### src/rtl/icache_refill_pkg.sv
// Shared widths, state encoding and address-split helpers for the
// instruction-cache refill responder.
package icache_refill_pkg;

   localparam int ADDR_WIDTH  = 32;
   localparam int INST_WIDTH  = 32;
   localparam int ICACHE_SIZE = 16;
   localparam int INDEX_WIDTH = $clog2(ICACHE_SIZE);
   // Bit 0 is the halfword offset, so the tag sits above index + 1.
   localparam int TAG_WIDTH   = ADDR_WIDTH - INDEX_WIDTH - 1;

   typedef enum logic [1:0] {
      IDLE     = 2'd0,
      WAIT_GNT = 2'd1,
      READ     = 2'd2,
      DONE     = 2'd3
   } refill_state_e;

   function automatic logic [TAG_WIDTH-1:0] addr_tag(input logic [ADDR_WIDTH-1:0] a);
      return a[ADDR_WIDTH-1 -: TAG_WIDTH];
   endfunction

   function automatic logic [INDEX_WIDTH-1:0] addr_idx(input logic [ADDR_WIDTH-1:0] a);
      return a[INDEX_WIDTH:1];
   endfunction

endpackage

### src/rtl/icache_refill.sv
// Memory-side responder for icache misses. Wins the byte-wide RAM bus,
// reads the four bytes at the miss PC and returns a one-cycle update
// bundle (little-endian word, tag/index, and the second-halfword fields).
//
// Ports:
//   clk, rst_in          clock, synchronous active-high reset
//   rdy_in               global ready; low freezes everything
//   clear_in             pipeline flush; aborts any refill
//   miss_en, miss_PC     miss request from the icache
//   update + mem2cache_* / is_c_inst / sec_inst_*   refill bundle
//   mem_req, mem_grant   arbiter handshake
//   mem_a, mem_wr        RAM byte address / write strobe (never writes)
//   mem_din              RAM read data, one cycle after its address
//
// state    | meaning
// IDLE     | waiting for a miss
// WAIT_GNT | bus requested, waiting for the arbiter
// READ     | issuing byte addresses and collecting bytes
// DONE     | bundle valid, update pulse
module icache_refill
   import icache_refill_pkg::*;
(
   input  logic                   clk,
   input  logic                   rst_in,
   input  logic                   rdy_in,
   input  logic                   clear_in,
   input  logic                   miss_en,
   input  logic [ADDR_WIDTH-1:0]  miss_PC,
   output logic                   update,
   output logic [INST_WIDTH-1:0]  mem2cache_inst,
   output logic [ADDR_WIDTH-1:0]  mem2cache_PC,
   output logic [TAG_WIDTH-1:0]   mem2cache_tag,
   output logic [INDEX_WIDTH-1:0] mem2cache_idx,
   output logic                   is_c_inst,
   output logic [ADDR_WIDTH-1:0]  sec_inst_addr,
   output logic [TAG_WIDTH-1:0]   sec_inst_tag,
   output logic [INDEX_WIDTH-1:0] sec_inst_index,
   output logic                   mem_req,
   input  logic                   mem_grant,
   output logic [ADDR_WIDTH-1:0]  mem_a,
   output logic                   mem_wr,
   input  logic [7:0]             mem_din
);

   refill_state_e         state_q, state_d;
   logic [ADDR_WIDTH-1:0] pc_q, pc_d;
   logic [1:0]            cnt_q, cnt_d;
   logic                  cap_q, cap_d;
   logic                  stall_q, stall_d;
   logic [INST_WIDTH-1:0] asm_q, asm_d;
   logic [INST_WIDTH-1:0] out_inst_q, out_inst_d;
   logic [ADDR_WIDTH-1:0] out_pc_q, out_pc_d;
   logic [ADDR_WIDTH-1:0] out_sec_q, out_sec_d;
   logic                  out_c_q, out_c_d;

   logic                  replay;
   logic [2:0]            off_sum;
   logic [1:0]            off;
   logic [INST_WIDTH-1:0] word;

   // cnt_q counts bytes already captured; cap_q says the byte on mem_din this
   // cycle belongs to an address we issued. The bus therefore runs one byte
   // ahead of the count, except on a replay after a stall, where the byte the
   // count is waiting for is re-requested because its data was dropped.
   always_comb begin
      replay  = stall_q & rdy_in & (state_q == READ);
      off_sum = {1'b0, cnt_q} + {2'b00, cap_q};
      if (replay)
         off = cnt_q;
      else if (off_sum[2])
         off = 2'd3;
      else
         off = off_sum[1:0];
      word = {mem_din, asm_q[INST_WIDTH-1:8]};
   end

   assign mem_req = (state_q == WAIT_GNT) || (state_q == READ);
   assign mem_a   = (state_q == READ) ? pc_q + {{(ADDR_WIDTH-2){1'b0}}, off} : '0;
   assign mem_wr  = 1'b0;
   assign update  = (state_q == DONE) & rdy_in & ~clear_in;

   assign mem2cache_inst = out_inst_q;
   assign mem2cache_PC   = out_pc_q;
   assign mem2cache_tag  = addr_tag(out_pc_q);
   assign mem2cache_idx  = addr_idx(out_pc_q);
   assign is_c_inst      = out_c_q;
   assign sec_inst_addr  = out_sec_q;
   assign sec_inst_tag   = addr_tag(out_sec_q);
   assign sec_inst_index = addr_idx(out_sec_q);

   always_comb begin
      state_d    = state_q;
      pc_d       = pc_q;
      cnt_d      = cnt_q;
      cap_d      = cap_q;
      asm_d      = asm_q;
      out_inst_d = out_inst_q;
      out_pc_d   = out_pc_q;
      out_sec_d  = out_sec_q;
      out_c_d    = out_c_q;
      stall_d    = ~rdy_in;

      if (!rdy_in) begin
         // frozen
      end else if (clear_in) begin
         state_d = IDLE;
         cnt_d   = 2'd0;
         cap_d   = 1'b0;
      end else begin
         case (state_q)
            IDLE: begin
               if (miss_en) begin
                  pc_d    = miss_PC;
                  cnt_d   = 2'd0;
                  cap_d   = 1'b0;
                  state_d = mem_grant ? READ : WAIT_GNT;
               end
            end
            WAIT_GNT: begin
               if (mem_grant)
                  state_d = READ;
            end
            READ: begin
               cap_d = 1'b1;
               if (!replay && cap_q) begin
                  asm_d = word;
                  cnt_d = cnt_q + 2'd1;
                  if (cnt_q == 2'd3) begin
                     state_d    = DONE;
                     out_inst_d = word;
                     out_pc_d   = pc_q;
                     out_sec_d  = pc_q + 32'd2;
                     out_c_d    = (word[1:0] != 2'b11);
                  end
               end
            end
            DONE: begin
               // miss_en ignored: the cache tag write lands at this edge
               state_d = IDLE;
            end
            default: state_d = IDLE;
         endcase
      end
   end

   always_ff @(posedge clk) begin
      if (rst_in) begin
         state_q    <= IDLE;
         pc_q       <= '0;
         cnt_q      <= 2'd0;
         cap_q      <= 1'b0;
         stall_q    <= 1'b0;
         asm_q      <= '0;
         out_inst_q <= '0;
         out_pc_q   <= '0;
         out_sec_q  <= '0;
         out_c_q    <= 1'b0;
      end else begin
         state_q    <= state_d;
         pc_q       <= pc_d;
         cnt_q      <= cnt_d;
         cap_q      <= cap_d;
         stall_q    <= stall_d;
         asm_q      <= asm_d;
         out_inst_q <= out_inst_d;
         out_pc_q   <= out_pc_d;
         out_sec_q  <= out_sec_d;
         out_c_q    <= out_c_d;
      end
   end

endmodule

### config.mk
export PLATFORM = sky130hd
export DESIGN_NAME = icache_refill
export DESIGN_NICKNAME = d
export VERILOG_FILES = /design/src/rtl/icache_refill_pkg.sv /design/src/rtl/icache_refill.sv
export SDC_FILE = /design/constraint.sdc
export NUM_CORES = 1
export LEC_CHECK = 0
export BUFFER_PORTS_ARGS = -buffer_cell sky130_fd_sc_hd__buf_2
export CAP_MARGIN = 0
export CORE_MARGIN = 2
export CORE_UTILIZATION = 52
export CTS_CLUSTER_SIZE = 24
export DETAILED_ROUTE_END_ITERATION = 12
export GPL_TIMING_DRIVEN = 0
export PLACE_DENSITY = 0.81
export SETUP_SLACK_MARGIN = 0.2
export SYNTH_ARGS = -nofsm -noshare
export SYNTH_HDL_FRONTEND = slang
export SYNTH_SLANG_ARGS = --single-unit
### constraint.sdc
create_clock -name clk -period 4.1 [get_ports clk]
set_clock_uncertainty 0.15 [all_clocks]
set_input_delay 0.615 -clock clk [delete_from_list [all_inputs] [get_ports clk]]
set_output_delay 0.615 -clock clk [all_outputs]
set_load 0.01 [all_outputs]
==> impl_metrics.toml, run 1 <==
[status]
status = "complete, no violations"

[power_and_ir_drop]
p_leak_uw = 0.00418
peakVddDrop_uv = 222
finalPower_uw = 3230
power_density_mw_per_mm2 = 330

[synthesis]
synth_edf_count = 0
ys.flop_type = "dfxtp_1"
yosysTopAreaCell = "dfxtp_1"
synth_seq_cells = 158
syn_avg_cell_area_um2 = 7.74
yosysWarnings = 0
async_flop_share = 0
netlist_instances = 990
netlist_top_cells_area = "dfxtp_1 (41%), nand2_1 (13%), a21oi_1 (8.5%)"
yosys.cell_types.count = 49
synth-seq-area-share = 0.413
synth_nets = 1047
yosysTopAreaCellShare = 0.413
yosysMostFrequentCell = "nand2_1"
syn_area_mm2 = 0.00766
synth_common_cells = "nand2_1 (268), dfxtp_1 (158), a21oi_1 (130)"

[die]
die_area_mm2 = 0.0157
start_util = 0.529
ios = 240
core-area_mm2 = 0.0145
core.rowCount = 44
dieWidth_um = 125
die_h_um = 125

[worst_setup_path]
required_ns = 3.34
arrival_ns = 3.05
ff2ff_path_depth = 9
critical_path_class = "register to output pin"
path_cells = "inv_4 > ha_4 > nand3_4 > nor2_1 > a21oi_2 > ha_2 > inv_1 > fa_2 > and3b_2 > buf_8 > nand2_4 > nor4_4 > xnor2_1 > nor2_1 > buf_2"
slowest_delay_ns = 0.37
crit_family = "simple AND/OR/NAND/NOR gates"
crit_buf_inv = 4
end_kind = "output pin"
regToRegStartpoint = "state_q[0]"
r2r_end = "mem2cache_inst[13]"
start_kind = "register"
rrSetupSlack_ns = 1.40
crit_top_cell = "nor2_1"
crit_fanout = 5
cpMaxStageDelayCell = "dfxtp_4"

[route]
drc = 0
viasPerCell = 5.37
wire_per_inst_um = 16.1
drt_iter0_markers = 494
vias = 7784
routed_wirelength_mm = 23.3
ant_nets = 0
firstDrtPassIters = 7

[job]
maxCapViolations = 0

[timing]
finalSetupViolCount = 0
finalCriticalPeriod_ns = 3.81
hold_violations = 0
slew_violations = 0
post-route-period-util = 0.930
rsz0062_at_grt = "true"
slew_headroom = 0.366
holdWs_ns = 0.269
worst_slew_pin_slew_ns = 0.942
fmax_ghz = 0.262
finalWorstSetupSlack_ns = 0.286

[placed_design]
pre_cts_slack_ns = -0.0697
dp_hpwl_mm = 17.4
placed_area_mm2 = 0.00908
io_buffer_count = 237
place.gp.congestion = 0.916

[layout]
syn_to_final_growth_pct = 28.1
n_antenna_cell = 0
drive_gt1_frac = 0.312
fin_area_mm2 = 0.00981
fin_nets = 1310

[cts]
clk_pin_slew_ns = 0.06
clockBufferDepth = 2
clock-sinks = 158
hold_buffers = 0
insertion_delay_ns = 0.43
numCtsBuffers = 17
cts_max_level = 4
clockRootBuffer = "clkbuf_16"
cts_tree = "yes"

[worst_hold_path]
worst_hold_startpoint = "miss_PC[6]"
holdPathStages = 3
hold_path.class = "input port to register"
min_to = "pc_q[6]"

[grt]
grt_pass1_wl_mm = 35.9
grt_overflow = 0
antenna_found_initial = 0
grt_pass1_vias = 7096
grt_max_degree = 17
grt_usage = 0.287
-- how the worst max path moves through the flow --
stage | start | endpoint | slack (ns) | cells past startpoint
5_1_grt | state_q[0] | mem_a[30] | 0.18 | 15
6_report | state_q[0] | mem_a[26] | 0.29 | 15
2_1_floorplan | state_q[0] | mem_a[30] | 0.49 | 14
4_1_cts | state_q[0] | mem_a[26] | 0.21 | 14
3_5_place_dp | state_q[0] | mem_a[30] | -0.07 | 15
3_3_place_gp | rdy_in | mem_a[31] | -0.04 | 10
-- per-layer routing --
layer	share of wire	global-route usage	up-vias
met5	0	0	-
met4	0.025	0.112	0
met3	0.080	0.0650	49
met2	0.49	0.493	359
met1	0.40	0.351	3644
li1	-	-	3732
-- worst min-delay path, cell delays in order --
cell and delay (ns):
buf_2 0.09, nand2_1 0.04, a21oi_1 0.05
-- final cells by class --
type,count,area [um2]
tap,184,230
buffer,144,940
sequential,158,3170
multi-input combinational,679,3640
clock buffer,19,443
fill,1233,4670
inverter,9,36.3
timing repair buffer,244,1240
clock inverter,12,113
-- cells by family (layout without fill, tap and decap cells) --
group / after synthesis / after routing / synth area share
AOI/OAI and AO/OA: 171 / 171 / 0.124
xor gates and xnor gates: 54 / 54 / 0.0617
adders and majority gates: 11 / 11 / 0.0189
buffers and inverters: 153 / 428 / 0.126
DFF: 158 / 158 / 0.413
muxes: 3 / 3 / 0.00408
other: 1 / 1 / 0.000489
and+or+nand+nor: 439 / 439 / 0.252
-- layout by cell type (no fill, tap or decap), drive strengths merged, types with 7 or more instances in the layout --
cell	count
nand3	20
xnor2	34
clkinv	7
nand4	16
nor3	12
xor2	20
nand2	268
nor4	14
inv	11
dfxtp	158
clkbuf	70
buf	337
nor2	70
a211oi	27
ha	10
a21oi	130
-- flip-flops by register name, indices dropped and copies added (netlist names) --
register / cells
mem2cache_inst: 32
pc_q: 32
state_q: 2
asm_q: 24
cap_q: 1
cnt_q: 2
stall_q: 1
sec_inst_addr: 31
is_c_inst: 1
mem2cache_PC: 32
-- power by group --
| group | total [uW] | switching, uW | internal, uW |
|---|---|---|---|
| Clock | 1510 | 654 | 852 |
| Sequential | 1560 | 9.22 | 1550 |
| Combinational | 173 | 111 | 61.5 |
| Total | 3230 | 774 | 2460 |
-- metrics by stage --
step	setup TNS [ns]	util	std cells
2_1_floorplan	0	-	990
3_3_place_gp	-0.0448	0.627	1411
3_5_place_dp	-0.162	0.627	1411
4_1_cts	0	0.673	1444
5_1_grt	0	0.678	1449
6_report	0	0.678	1449
-- repair_timing --
action | in CTS | in global routing
gates resized for setup | 20 | 10
pin swaps | 3 | 2
hold endpoints to repair | 0 | 0
setup buffers | 2 | 5
setup endpoints to repair | 24 | 17
Note: power is estimated with default switching activity, not from simulation.
==> run 2: changes to the inputs <==
--- a/config.mk
+++ b/config.mk
@@ -5,6 +5,7 @@
 export SDC_FILE = /design/constraint.sdc
 export NUM_CORES = 1
 export LEC_CHECK = 0
+export ABC_AREA = 1
 export BUFFER_PORTS_ARGS = -buffer_cell sky130_fd_sc_hd__buf_2
 export CAP_MARGIN = 0
 export CORE_MARGIN = 2
==> run 2 against run 1 <==
  * Cell count is 9.1% higher
  * Largest cell class unchanged
  * Hold slack better by 0.024 ns
  * Critical endpoint is now mem_a[12]
  * Critical path type unchanged
  * Power is 7.7% higher
==> impl_metrics.toml, run 2 <==
[job]
maxCapViolations = 0

[timing]
fmax_ghz = 0.262
finalCriticalPeriod_ns = 3.82
slew_headroom = 0.526
tns_ns = 0
slew_violations = 0
finalWorstSetupSlack_ns = 0.277
post-route-period-util = 0.932
finalSetupViolCount = 0
hold_violations = 0
worst_slew_pin_slew_ns = 0.711
holdWs_ns = 0.293
rsz0062_at_grt = "true"

[cts]
clk_pin_slew_ns = 0.06
cts_max_level = 4
numCtsBuffers = 17
clockRootBuffer = "clkbuf_16"
clock-sinks = 158
insertion_delay_ns = 0.43
clockBufferDepth = 2
hold_buffers = 0
cts_tree = "yes"

[worst_hold_path]
hold_path.class = "input port to register"

[route]
firstDrtPassIters = 6
drc = 0
ant_nets = 0
drt_iter0_markers = 754
vias = 8375
wire_per_inst_um = 16.0
viasPerCell = 5.30
routed_wirelength_mm = 25.3

[layout]
final_cell_mix = "buf_2 (256), nand2_1 (241), nor2_1 (182)"
final_common_cell = "buf_2"
fin_nets = 1441
drive_gt1_frac = 0.278
n_antenna_cell = 0
syn_to_final_growth_pct = 27.9
fin_cells = 1581

[worst_setup_path]
crit_fanout = 6
required_ns = 3.34
end_kind = "output pin"
arrival_ns = 3.06
start_kind = "register"
critical_path_class = "register to output pin"

[grt]
grt_usage = 0.314
antenna_found_initial = 0
grt_pass1_wl_mm = 39.1
grt_overflow = 0
grt_pass1_vias = 7549
grt_max_degree = 17

[power_and_ir_drop]
p_leak_uw = 0.00461
power_density_mw_per_mm2 = 354
peakVddDrop_uv = 313

[placed_design]
io_buffer_count = 237
place.gp.congestion = 0.991
dp_cells = 1545
pre_cts_slack_ns = 0.190
dp_hpwl_mm = 19.5

[synthesis]
synth_xor_area_frac = 0.0137
netlist_top_cells_area = "dfxtp_1 (41%), nand2_1 (12%), nor2_1 (9.2%)"
synth.area.mux_share = 0
netlist_instances = 1124
syn_avg_cell_area_um2 = 6.85
ys.flop_type = "dfxtp_1"
synthSimpleGateAreaFrac = 0.255
synth_edf_count = 0
synth_common_cells = "nand2_1 (242), nor2_1 (189), dfxtp_1 (158)"
yosysTopAreaCellShare = 0.411
yosysMostFrequentCell = "nand2_1"
synthAdderAreaFrac = 0.0189
syn_area_mm2 = 0.00770
synth-seq-area-share = 0.411
async_flop_share = 0
synth_nets = 1181
yosysTopAreaCell = "dfxtp_1"
synth_seq_cells = 158
yosysWarnings = 0
synth_top_family_by_area = "simple AND/OR/NAND/NOR gates"
synth_compound_area_frac = 0.166
yosys.cell_types.count = 29

[die]
die_h_um = 126
core-area_mm2 = 0.0145
ios = 240
start_util = 0.532
core.rowCount = 44
die_area_mm2 = 0.0158
dieWidth_um = 126

[status]
status = "complete, no violations"
-- run 2: cell types whose count changed after synthesis, moves of 12 or more --
cell      before  now
inv_1          8   76
nor4_1        14    0
clkbuf_1      50   28
o21ai_0        6   82
xor2_1        20    8
nor2_1        70  189
nand2_1      268  242
nand3_1       18   37
xnor2_1       34    4
o21ai_1        0   20
a211oi_1      27    2
-- run 2: per-stage QoR --
stage | utilization | area, um2 | total power (uW)
4_1_cts | 0.674 | 9760 | 3480
6_report | 0.680 | 9840 | 3480
3_3_place_gp | 0.630 | 9110 | 1840
5_1_grt | 0.680 | 9840 | 3570
2_1_floorplan | - | 7700 | 1750
3_5_place_dp | 0.630 | 9110 | 1850
-- run 2: final timing paths --
path / start / cells after the start / slack, ns / end
max: state_q[0] / 14 / 0.28 / mem_a[12]
min: mem_din[5] / 3 / 0.29 / mem2cache_inst[29]
max reg2reg: pc_q[2] / 8 / 1.88 / sec_inst_addr[19]
min reg2reg: mem2cache_inst[14] / 2 / 0.31 / mem2cache_inst[14]
-- run 2: cell type report --
class	instances	area (um2)
fillers	1320	4630
multi-input cells	765	3560
flip-flops and latches	158	3160
repair buffers	241	1230
plain buffers	123	753
clock buffers	18	429
inverters	78	293
well taps	184	230
clock inverters	14	181
-- run 2: per-layer routing --
metal / track usage / vias to the layer above / routed length [um]
met5: 0 / - / 0
met4: 0.142 / 0 / 846
met3: 0.0586 / 61 / 2520
met2: 0.495 / 422 / 11400
met1: 0.420 / 3817 / 10600
li1: - / 4075 / -
-- run 2: cells by family (layout without fill, tap and decap cells) --
group,Yosys count,after routing
other,1,1
flip-flops,158,158
XOR/XNOR,12,12
adder cells (fa/ha/maj),11,11
buffers and inverters,201,474
AO/OA/AOI/OAI,248,248
AND/OR/NAND/NOR,493,493
-- run 2: worst max-delay path, stage by stage (launching register included) --
cell	delay [ns]
dfxtp_2	0.34
inv_2	0.11
ha_4	0.19
nand3_4	0.11
a21oi_1	0.19
ha_1	0.20
inv_1	0.07
fa_2	0.41
nor2_4	0.14
nand2_2	0.10
nor2_4	0.20
buf_4	0.14
o21ai_0	0.06
a21oi_1	0.18
buf_2	0.16
-- run 2: power breakdown --
group          total, uW  leakage [uW]  internal (uW)  switching [uW]
clock network       1660      0.000295            971             687
logic                239       0.00304           77.3             162
registers           1590       0.00128           1560            29.5
-- run 2: repair_timing --
item	in CTS	in global routing
pin swaps	0	3
endpoints found under the setup margin	20	19
setup buffers	0	4
resized for setup	10	11
hold endpoints to repair	0	0
